**config.mk**
```make
export PLATFORM = sky130hd
export DESIGN_NAME = multiword_adder_ctrl_flat
export DESIGN_NICKNAME = d
export VERILOG_FILES = /design/src/rtl/multiword_adder_ctrl_if.sv /design/src/rtl/multiword_adder_ctrl.sv /design/src/flat_wrapper.sv
export SDC_FILE = /design/constraint.sdc
export NUM_CORES = 1
export LEC_CHECK = 0
export ABC_AREA = 1
export CORE_ASPECT_RATIO = 1.25
export CORE_MARGIN = 2
export CORE_UTILIZATION = 45
export CTS_CLUSTER_SIZE = 25
export DETAILED_ROUTE_END_ITERATION = 16
export PLACE_DENSITY = 0.83
export RECOVER_POWER = 25
export SYNTH_ARGS = -nofsm -noshare
export SYNTH_HDL_FRONTEND = slang
export SYNTH_SLANG_ARGS = --single-unit
```
**constraint.sdc**
```tcl
create_clock -name clk -period 2.7 [get_ports clk]
set_input_delay 0.675 -clock clk [delete_from_list [all_inputs] [get_ports clk]]
set_output_delay 0.675 -clock clk [all_outputs]
set_load 0.02 [all_outputs]
```
**src/rtl/multiword_adder_ctrl_if.sv**
```systemverilog
// Request/result bundle between a requesting unit and multiword_adder_ctrl.
interface multiword_adder_ctrl_if #(
  parameter int unsigned WORDS = 4
);
  localparam int unsigned W = 32 * WORDS;

  logic         start;
  logic [W:1]   a_in;
  logic [W:1]   b_in;
  logic         cin;
  logic         busy;
  logic         done;
  logic [W:1]   sum_out;
  logic         cout_out;
  logic         ovf;

  // Requesting unit side
  modport master (
    output start, a_in, b_in, cin,
    input  busy, done, sum_out, cout_out, ovf
  );

  // Sequencer side
  modport slave (
    input  start, a_in, b_in, cin,
    output busy, done, sum_out, cout_out, ovf
  );
endinterface

```
**src/rtl/multiword_adder_ctrl.sv**
```systemverilog
// Wide adder sequencer: one 32-bit add per cycle, least-significant word
// first, carry chained through a register; result flagged by a done pulse.
// Optional feature: define ADDER_OVF_EN to compute signed overflow on ovf;
// otherwise ovf is tied to 0.
module multiword_adder_ctrl #(
  parameter int unsigned WORDS = 4
) (
  input  logic                 clk,
  input  logic                 rst,
  multiword_adder_ctrl_if.slave bus
);
  localparam int unsigned IDXW = (WORDS > 1) ? $clog2(WORDS) : 1;

  typedef enum logic [1:0] {
    ST_IDLE = 2'd0,
    ST_RUN  = 2'd1,
    ST_DONE = 2'd2
  } state_e;

  state_e                  state_q, state_d;
  logic [IDXW-1:0]         idx_q, idx_d;
  logic [WORDS-1:0][31:0]  a_q, a_d;
  logic [WORDS-1:0][31:0]  b_q, b_d;
  logic [WORDS-1:0][31:0]  sum_q, sum_d;
  logic                    carry_q, carry_d;
  logic                    cout_q, cout_d;
  logic                    busy_q, busy_d;
  logic                    done_q, done_d;
`ifdef ADDER_OVF_EN
  logic                    ovf_q, ovf_d;
`endif

  // Shared 32-bit word adder, time-multiplexed across words
  logic [31:0] add_sum_c;
  logic        add_cout_c;

  always_comb begin
    {add_cout_c, add_sum_c} = {1'b0, a_q[idx_q]} + {1'b0, b_q[idx_q]} + {32'd0, carry_q};
  end

  // Next-state and datapath control
  always_comb begin
    state_d = state_q;
    idx_d   = idx_q;
    a_d     = a_q;
    b_d     = b_q;
    sum_d   = sum_q;
    carry_d = carry_q;
    cout_d  = cout_q;
    busy_d  = 1'b0;
    done_d  = 1'b0;
`ifdef ADDER_OVF_EN
    ovf_d   = ovf_q;
`endif

    case (state_q)
      ST_IDLE, ST_DONE: begin
        if (bus.start) begin
          a_d     = bus.a_in;
          b_d     = bus.b_in;
          carry_d = bus.cin;
          idx_d   = '0;
          busy_d  = 1'b1;
          state_d = ST_RUN;
`ifdef ADDER_OVF_EN
          ovf_d   = 1'b0;
`endif
        end else begin
          state_d = ST_IDLE;
        end
      end

      ST_RUN: begin
        sum_d[idx_q] = add_sum_c;
        carry_d      = add_cout_c;
        if (idx_q == IDXW'(WORDS - 1)) begin
          cout_d  = add_cout_c;
          done_d  = 1'b1;
          state_d = ST_DONE;
`ifdef ADDER_OVF_EN
          ovf_d   = (a_q[WORDS-1][31] == b_q[WORDS-1][31]) &&
                    (add_sum_c[31] != a_q[WORDS-1][31]);
`endif
        end else begin
          idx_d  = idx_q + IDXW'(1);
          busy_d = 1'b1;
        end
      end

      default: begin
        state_d = ST_IDLE;
      end
    endcase
  end

  // State and datapath registers, synchronous reset
  always_ff @(posedge clk) begin
    if (rst) begin
      state_q <= ST_IDLE;
      idx_q   <= '0;
      a_q     <= '0;
      b_q     <= '0;
      sum_q   <= '0;
      carry_q <= 1'b0;
      cout_q  <= 1'b0;
      busy_q  <= 1'b0;
      done_q  <= 1'b0;
`ifdef ADDER_OVF_EN
      ovf_q   <= 1'b0;
`endif
    end else begin
      state_q <= state_d;
      idx_q   <= idx_d;
      a_q     <= a_d;
      b_q     <= b_d;
      sum_q   <= sum_d;
      carry_q <= carry_d;
      cout_q  <= cout_d;
      busy_q  <= busy_d;
      done_q  <= done_d;
`ifdef ADDER_OVF_EN
      ovf_q   <= ovf_d;
`endif
    end
  end

  assign bus.busy     = busy_q;
  assign bus.done     = done_q;
  assign bus.sum_out  = sum_q;
  assign bus.cout_out = cout_q;
`ifdef ADDER_OVF_EN
  assign bus.ovf      = ovf_q;
`else
  assign bus.ovf      = 1'b0;
`endif

endmodule
```
**src/flat_wrapper.sv**
```systemverilog
// flat-port wrapper written by rule: the top's interface ports become plain ports
module multiword_adder_ctrl_flat 
#(
  parameter int unsigned WORDS = 4
)
  (clk, rst, bus_start, bus_a_in, bus_b_in, bus_cin, bus_busy, bus_done, bus_sum_out, bus_cout_out, bus_ovf);
  multiword_adder_ctrl_if #(.WORDS(WORDS)) bus_i ();
  input  logic clk;
  input  logic rst;
  input wire logic [$bits(bus_i.start)-1:0] bus_start;
  input wire logic [$bits(bus_i.a_in)-1:0] bus_a_in;
  input wire logic [$bits(bus_i.b_in)-1:0] bus_b_in;
  input wire logic [$bits(bus_i.cin)-1:0] bus_cin;
  output wire logic [$bits(bus_i.busy)-1:0] bus_busy;
  output wire logic [$bits(bus_i.done)-1:0] bus_done;
  output wire logic [$bits(bus_i.sum_out)-1:0] bus_sum_out;
  output wire logic [$bits(bus_i.cout_out)-1:0] bus_cout_out;
  output wire logic [$bits(bus_i.ovf)-1:0] bus_ovf;
  assign bus_i.start = bus_start;
  assign bus_i.a_in = bus_a_in;
  assign bus_i.b_in = bus_b_in;
  assign bus_i.cin = bus_cin;
  assign bus_busy = bus_i.busy;
  assign bus_done = bus_i.done;
  assign bus_sum_out = bus_i.sum_out;
  assign bus_cout_out = bus_i.cout_out;
  assign bus_ovf = bus_i.ovf;
  multiword_adder_ctrl #(.WORDS(WORDS)) u_core (.clk(clk), .rst(rst), .bus(bus_i));
endmodule
```
==> summary.md, run 1 <==
• run status: finished, violations left
• violated checks: setup timing
• first-pass iteration count of the detailed router: 5
• combinational share of power: 0.307
• Max Transition Viols Final: 0
• final setup slack of the worst path: -0.0140 ns
• non-filler cells in the finished layout: 3575
• maximum fanout count along the critical path: 8
• number of nets still failing antenna checks after routing: 0
• total via count in the routed design: 19246
• Final #Nets: 3336
• final number of hold-violating endpoints: 0
• via count of the first global-routing pass: 18076
• number of cells produced by synthesis: 2623
• power dissipated by switching net loads: 5.55 mW
• H-tree level count: 2
• internal power component: 11.7 mW
• Final Total Pwr: 17.3 mW
• WL/cell: 17.5 microns
• post-synthesis average cell area: 6.94 sq um
• CP endpoint kind: register
• Hold WC Path Type: reg2reg
• Total Wirelength: 62700 microns
• clk sinks: 392
• total of endpoints with negative setup slack in the final report: 9
• global-route usage over all layers: 0.279
• grt ovf: 0
• Boundary Pins: 392
• total die area: 42100 sq um
• largest net degree at the start of global routing: 82
• global-route wire length before repair: 94000 microns
• total negative slack for setup checks: -0.0675 ns
• CTS tree: built
• Async SR Flop Fraction: 0
• DIE HEIGHT: 229 microns
• most common library cell in the layout ignoring fill and taps: sky130_fd_sc_hd__nor2_1
• HPWL after detailed placement: 45500 microns
• number of antenna violations at the first check in global routing: 4
• IR Drop Worst-Case VDD: 0.473 mV
• Synth-to-Final Area Change: 42.7%
• hold buffers post-CTS: 0
• starting utilization of the core area: 0.455
• detailed router's first-iteration violation count: 1578
• Skew-Pair Late Insertion Delay: 0.54 ns
• worst setup slack after placement: -0.254 ns
• TritonCTS Buffers: 38
• Primary FF master, synth: sky130_fd_sc_hd__dfxtp_1
• clk slew on worst S/H paths: 0.07 ns
• layout cells sized above 1: 0.146
• root cell of the clock tree: sky130_fd_sc_hd__clkbuf_16
• pwr dens: 665 nW/um^2
• CP Class: reg2reg
• number of warnings issued by yosys: 0
• post-route DRC violation count: 0
• overall die width: 184 microns
• FMAX: 368 MHz
• post-synth design cell area: 18200 sq um
• clock period minus worst slack: 2.71 ns
• maximum count of clock buffers along a single path: 3
• fraction of power consumed by sequential logic: 0.374
• switching power as a share of total power: 0.321
• commonest non-fill, non-tap cells in the layout: sky130_fd_sc_hd__nor2_1 (668), sky130_fd_sc_hd__dfxtp_1 (390), sky130_fd_sc_hd__clkdlybuf4s50_1 (389)
• total number of placement rows: 82
• Worst-Margin Slew: 0.910 ns
• Post-Place Cells: 3484
• largest clock skew in the final design: 0.0166 ns
• required time of the worst setup path: 3.14 ns
• Critical Path AT: 3.15 ns
• headroom to the max-slew limit: 0.393
• final clock period utilization by the worst path: 1.01
• GPL Wtd Cong: 0.903
• core area: 40000 sq um
• sequential cell area fraction in the yosys report: 0.431
• leak pwr: 11.6 nW
• number of buffer cells added on primary ports: 390
• syn nets: 2920
• post-synthesis register bit count: 392
• layout filler cell count: 3313
• RSZ-0062 raised after global routing: yes
• count of flip-flops with a built-in enable after synthesis: 0
• Clock Power Share: 0.320
• via density per instance: 5.38
• Finished Core Util: 0.649
• max-cap violations: 0
• number of unique standard cell types used by synthesis: 34
• CP startpoint kind: register
==> repair_timing <==
| action | in CTS | in global routing |
|---|---|---|
| endpoints found under the setup margin | 100 | 106 |
| cloned | 0 | 8 |
| pin swaps | 11 | 63 |
| gates resized for setup | 63 | 218 |
| setup buffers | 3 | 8 |
==> critical path, cell delays in order, from the launching register on <==
cell and delay, ns:
sky130_fd_sc_hd__dfxtp_4 0.40, sky130_fd_sc_hd__buf_12 0.16, sky130_fd_sc_hd__clkbuf_16 0.16, sky130_fd_sc_hd__o21ai_0 0.23, sky130_fd_sc_hd__o22ai_1 0.17, sky130_fd_sc_hd__ha_1 0.39
sky130_fd_sc_hd__nand2_2 0.12, sky130_fd_sc_hd__nor2_4 0.16, sky130_fd_sc_hd__nand2_1 0.10, sky130_fd_sc_hd__nor2_2 0.17, sky130_fd_sc_hd__nand2_2 0.08, sky130_fd_sc_hd__nand4_1 0.20
sky130_fd_sc_hd__nand3_2 0.12, sky130_fd_sc_hd__nand2_2 0.09, sky130_fd_sc_hd__inv_1 0.03
==> flip-flops by register name, summed over array words and instances (netlist names) <==
register             cells
u_core.carry_q           1
u_core.state_q           2
u_core.b_q             128
u_core.bus.sum_out     128
u_core.bus.cout_out      1
u_core.bus.busy          1
u_core.a_q             128
u_core.idx_q             2
u_core.bus.done          1
==> power by group through the flow <==
stage | Sequential, mW | Combinational [mW] | Clock [mW]
finish | 6.46 | 5.30 | 5.52
global route | 6.50 | 5.70 | 5.78
CTS | 6.44 | 4.69 | 5.56
detailed placement | 6.56 | 4.51 | 0
global placement | 6.54 | 4.43 | 0
floorplan | 6.60 | 2.33 | 0
==> cells in the mapped netlist, types with 27 or more instances <==
cell type                    n  area share
sky130_fd_sc_hd__dfxtp_1   392        0.43
sky130_fd_sc_hd__o21ai_0   438        0.12
sky130_fd_sc_hd__nand2_2    27      0.0093
sky130_fd_sc_hd__ha_1       35       0.024
sky130_fd_sc_hd__nand3_1    85       0.023
sky130_fd_sc_hd__o21a_1     60       0.025
sky130_fd_sc_hd__nand2_1   283       0.058
sky130_fd_sc_hd__a21oi_1    33      0.0091
sky130_fd_sc_hd__inv_1     235       0.048
sky130_fd_sc_hd__o21bai_1   48       0.020
sky130_fd_sc_hd__o22ai_1    64       0.022
sky130_fd_sc_hd__clkbuf_1  123       0.025
sky130_fd_sc_hd__buf_2      36      0.0099
sky130_fd_sc_hd__nor2_1    685        0.14
==> cells by family after synthesis <==
family	share of synthesized area
simple gates	0.243
fa+ha+maj	0.0262
xor+xnor	0.00886
buf+inv	0.0870
other cells	0.000206
flops	0.431
compound gates	0.203
==> layer usage <==
layer / GRT usage / wire length [microns] / vias to the layer above
met5: 0 / 8 / -
met4: 0.134 / 2980 / 2
met2: 0.486 / 31000 / 852
met1: 0.341 / 25100 / 8984
li1: - / - / 9256
met3: 0.0335 / 3690 / 152
==> cell type report <==
class                   instances  area [sq um]  share of cell area
multi-input cells            1822          9780               0.376
diodes                          3          7.51            0.000289
well taps                     504           631              0.0243
repair buffers                541          5440               0.209
flip-flops and latches        392          7860               0.302
inverters                     243           947              0.0364
clock inverters                 8          77.6             0.00299
clock buffers                  61          1240              0.0478
repair inverters                1          8.76            0.000337
==> through the flow <==
step	area [sq um]	hold WS (ns)
after global placement	23400	0.457
after CTS	24900	0.478
after global routing	26000	0.500
final	26000	0.471
after detailed placement	23400	0.466
after floorplan	18300	0.449
==> path summary, 6_finish.rpt <==
check                              start                 endpoint  slack (ns)  cells after the start
setup reg to reg         u_core.idx_q[0]  u_core.bus.sum_out[123]       -0.01                     14
hold / removal    u_core.bus.sum_out[66]   u_core.bus.sum_out[66]        0.47                      2
hold reg to reg   u_core.bus.sum_out[66]   u_core.bus.sum_out[66]        0.47                      2
setup / recovery         u_core.idx_q[0]  u_core.bus.sum_out[123]       -0.01                     14
(Power assumes the default switching activity.)
==> run 2: changes to the inputs <==
--- a/config.mk
+++ b/config.mk
@@ -5,14 +5,14 @@
 export SDC_FILE = /design/constraint.sdc
 export NUM_CORES = 1
 export LEC_CHECK = 0
-export ABC_AREA = 1
 export CORE_ASPECT_RATIO = 1.25
 export CORE_MARGIN = 2
 export CORE_UTILIZATION = 45
 export CTS_CLUSTER_SIZE = 25
 export DETAILED_ROUTE_END_ITERATION = 16
+export GPL_TIMING_DRIVEN = 0
 export PLACE_DENSITY = 0.83
-export RECOVER_POWER = 25
+export RECOVER_POWER = 100
 export SYNTH_ARGS = -nofsm -noshare
 export SYNTH_HDL_FRONTEND = slang
 export SYNTH_SLANG_ARGS = --single-unit
==> run 2 against run 1 <==
  * The flow still finishes with violations (setup timing)
  * Global-route usage up 3.9 points
  * Sequential cell count did not move
  * Synthesized area shrank 3.7%
  * Setup slack got worse by 0.89 ns
  * Largest cell class unchanged
==> summary.md, run 2 <==
• total number of placement rows: 80, was 82
• Final #Nets: 2923, was 3336
• Critical Path AT: 4.01 ns, was 3.15 ns
• global-route usage over all layers: 0.318, was 0.279
• post-route DRC violation count: 0, unchanged
• GPL Wtd Cong: 0.955, was 0.903
• number of cells produced by synthesis: 2131, was 2623
• share of the synthesized area in the top cell type: 0.447, was 0.431
• antenna cells: 0, was 3
• power dissipated by switching net loads: 4.27 mW, was 5.55 mW
• Boundary Pins: 392, unchanged
• post-synthesis average cell area: 8.23 sq um, was 6.94 sq um
• TritonCTS Buffers: 39, was 38
• number of antenna violations at the first check in global routing: 0, was 4
• IR Drop Worst-Case VDD: 0.453 mV, was 0.473 mV
• Hold WC Path Type: reg2reg, unchanged
• length in cells of the worst reg-to-reg path: 13, was 14
• combinational share of power: 0.204, was 0.307
• Final Total Pwr: 14.8 mW, was 17.3 mW
• headroom to the max-slew limit: 0.326, was 0.393
• via density per instance: 5.86, was 5.38
• hold buffers post-CTS: 0, unchanged
• pwr dens: 582 nW/um^2, was 665 nW/um^2
• number of buffer cells added on primary ports: 390, unchanged
• Worst-Margin Slew: 1.01 ns, was 0.910 ns
• Synth-to-Final Area Change: 45.0%, was 42.7%
• maximum count of clock buffers along a single path: 3, unchanged
• clk sinks: 392, unchanged
• CTS tree: built, unchanged
• max-cap violations: 0, unchanged
• count of flip-flops with a built-in enable after synthesis: 0, unchanged
• H-tree level count: 2, unchanged
• clk slew on worst S/H paths: 0.06 ns, was 0.07 ns
• number of nets still failing antenna checks after routing: 0, unchanged
• number of unique standard cell types used by synthesis: 68, was 34
• run status: finished, violations left, unchanged
• Primary FF master, synth: sky130_fd_sc_hd__dfxtp_1, unchanged
• total via count in the routed design: 18434, was 19246
• final setup slack of the worst path: -0.908 ns, was -0.0140 ns
• sequential cell area fraction in the yosys report: 0.447, was 0.431
• layout cells sized above 1: 0.162, was 0.146
• final clock period utilization by the worst path: 1.34, was 1.01
• Yosys top cell by area: sky130_fd_sc_hd__dfxtp_1, unchanged
• CP startpoint kind: register, unchanged
• largest clock skew in the final design: 0.0316 ns, was 0.0166 ns
• core area: 38300 sq um, was 40000 sq um
• RSZ-0062 raised after global routing: yes, unchanged
• clock period minus worst slack: 3.61 ns, was 2.71 ns
• total negative slack for setup checks: -83.25 ns, was -0.0675 ns
• violated checks: setup timing, unchanged
• first-pass iteration count of the detailed router: 6, was 5
• largest net degree at the start of global routing: 15, was 82
• most common library cell in the layout ignoring fill and taps: sky130_fd_sc_hd__nand2_1, was sky130_fd_sc_hd__nor2_1
• layout filler cell count: 2986, was 3313
• total of endpoints with negative setup slack in the final report: 152, was 9
• switching power as a share of total power: 0.289, was 0.321
• FMAX: 277 MHz, was 368 MHz
• overall die width: 181 microns, was 184 microns
• Synth area leaders: sky130_fd_sc_hd__dfxtp_1 (45%), sky130_fd_sc_hd__nand2_1 (15%), sky130_fd_sc_hd__a21oi_1 (11%), was sky130_fd_sc_hd__dfxtp_1 (43%), sky130_fd_sc_hd__nor2_1 (14%), sky130_fd_sc_hd__o21ai_0 (12%)
• fraction of power consumed by sequential logic: 0.421, was 0.374
• post-synthesis register bit count: 392, unchanged
• leak pwr: 9.50 nW, was 11.6 nW
• required time of the worst setup path: 3.10 ns, was 3.14 ns
• via count of the first global-routing pass: 17662, was 18076
• HPWL after detailed placement: 51700 microns, was 45500 microns
• Skew-Pair Late Insertion Delay: 0.58 ns, was 0.54 ns
• DIE HEIGHT: 225 microns, was 229 microns
• Cells on Worst Hold Path: 2, unchanged
• internal power component: 10.5 mW, was 11.7 mW
• CP endpoint kind: register, unchanged
• detailed router's first-iteration violation count: 1761, was 1578
• Total Wirelength: 69500 microns, was 62700 microns
• WL/cell: 22.1 microns, was 17.5 microns
• post-synth design cell area: 17500 sq um, was 18200 sq um
• Max Transition Viols Final: 0, unchanged
• grt ovf: 0, unchanged
• CP Class: reg2reg, unchanged
• Clock Power Share: 0.375, was 0.320
• cell with the most instances after synthesis: sky130_fd_sc_hd__nand2_1, was sky130_fd_sc_hd__nor2_1
• maximum fanout count along the critical path: 7, was 8
• Async SR Flop Fraction: 0, unchanged
• syn nets: 2428, was 2920
• total die area: 40600 sq um, was 42100 sq um
• area taken by multi-input logic gates: 10200 sq um, was 9780 sq um
• global-route wire length before repair: 100000 microns, was 94000 microns
• commonest non-fill, non-tap cells in the layout: sky130_fd_sc_hd__nand2_1 (672), sky130_fd_sc_hd__dfxtp_1 (391), sky130_fd_sc_hd__a21oi_1 (328), was sky130_fd_sc_hd__nor2_1 (668), sky130_fd_sc_hd__dfxtp_1 (390), sky130_fd_sc_hd__clkdlybuf4s50_1 (389)
• Synth top cells by count: sky130_fd_sc_hd__nand2_1 (697), sky130_fd_sc_hd__dfxtp_1 (392), sky130_fd_sc_hd__a21oi_1 (374), was sky130_fd_sc_hd__nor2_1 (685), sky130_fd_sc_hd__o21ai_0 (438), sky130_fd_sc_hd__dfxtp_1 (392)
• starting utilization of the core area: 0.458, was 0.455
• final number of hold-violating endpoints: 0, unchanged
• area taken by flip-flops and latches: 7850 sq um, was 7860 sq um
• number of warnings issued by yosys: 0, unchanged
• root cell of the clock tree: sky130_fd_sc_hd__clkbuf_16, unchanged
[run 2: per-layer routing]
| layer | up-vias | track usage | share of wire |
|---|---|---|---|
| li1 | 8315 | - | - |
| met1 | 8763 | 0.366 | 0.36 |
| met2 | 1105 | 0.559 | 0.50 |
| met3 | 251 | 0.0526 | 0.080 |
| met4 | 0 | 0.187 | 0.060 |
| met5 | - | 0 | 0 |
[run 2: worst paths after layout]
check | start | endpoint | slack (ns)
max | u_core.idx_q[0] | u_core.bus.sum_out[96] | -0.91
min | u_core.b_q[5] | u_core.b_q[5] | 0.45
max reg2reg | u_core.idx_q[0] | u_core.bus.sum_out[96] | -0.91
min reg2reg | u_core.b_q[5] | u_core.b_q[5] | 0.45
[run 2: area by class of cell]
| type | count | share of cell area |
|---|---|---|
| clock inverters | 17 | 0.00836 |
| plain buffers | 167 | 0.0347 |
| clock buffers | 50 | 0.0423 |
| inverters | 12 | 0.00177 |
| well taps | 492 | 0.0242 |
| multi-input cells | 1556 | 0.399 |
| repair buffers | 458 | 0.181 |
| flip-flops and latches | 392 | 0.309 |
[run 2: metrics by stage]
step	utilization	std cells	setup WS (ns)	hold slack (ns)	area, sq um
after floorplan	-	2131	-0.544	0.433	17700
after global placement	0.580	3013	-1.31	0.439	22200
after detailed placement	0.580	3013	-1.33	0.444	22200
after CTS	0.633	3107	-0.831	0.452	24300
after global routing	0.664	3144	-0.943	0.470	25400
final	0.664	3144	-0.908	0.452	25400
[run 2: worst max-delay path: stages, from the launching register on]
cell and delay (ns):
sky130_fd_sc_hd__dfxtp_4 0.37, sky130_fd_sc_hd__clkbuf_16 0.19, sky130_fd_sc_hd__buf_12 0.14, sky130_fd_sc_hd__mux4_2 0.58, sky130_fd_sc_hd__fa_2 0.40, sky130_fd_sc_hd__buf_6 0.14, sky130_fd_sc_hd__a211oi_4 0.33, sky130_fd_sc_hd__nor4_4 0.10
sky130_fd_sc_hd__or2_4 0.28, sky130_fd_sc_hd__o21ai_4 0.17, sky130_fd_sc_hd__o21a_4 0.19, sky130_fd_sc_hd__buf_8 0.14, sky130_fd_sc_hd__mux2i_4 0.28, sky130_fd_sc_hd__o22ai_1 0.12
[run 2: logic make-up after synthesis]
family,synth area share
flops,0.447
xor+xnor,0.00799
compound gates,0.168
buf+inv,0.0414
fa+ha+maj,0.0273
mux,0.0885
other cells,0.000214
simple gates,0.220
[run 2: power by group through the flow]
stage	clock network (mW)	logic, mW	registers [mW]
final	5.55	3.02	6.23
after floorplan	0	1.32	6.35
after detailed placement	0	2.46	6.35
after global routing	5.77	3.17	6.25
after CTS	5.54	2.67	6.22
after global placement	0	2.41	6.33
[run 2: repair_timing]
item / in CTS / in global routing
pin swaps: 35 / 83
resized for setup: 110 / 217
setup buffers: 28 / 38
endpoints found under the setup margin: 125 / 176
cloned: 1 / 3
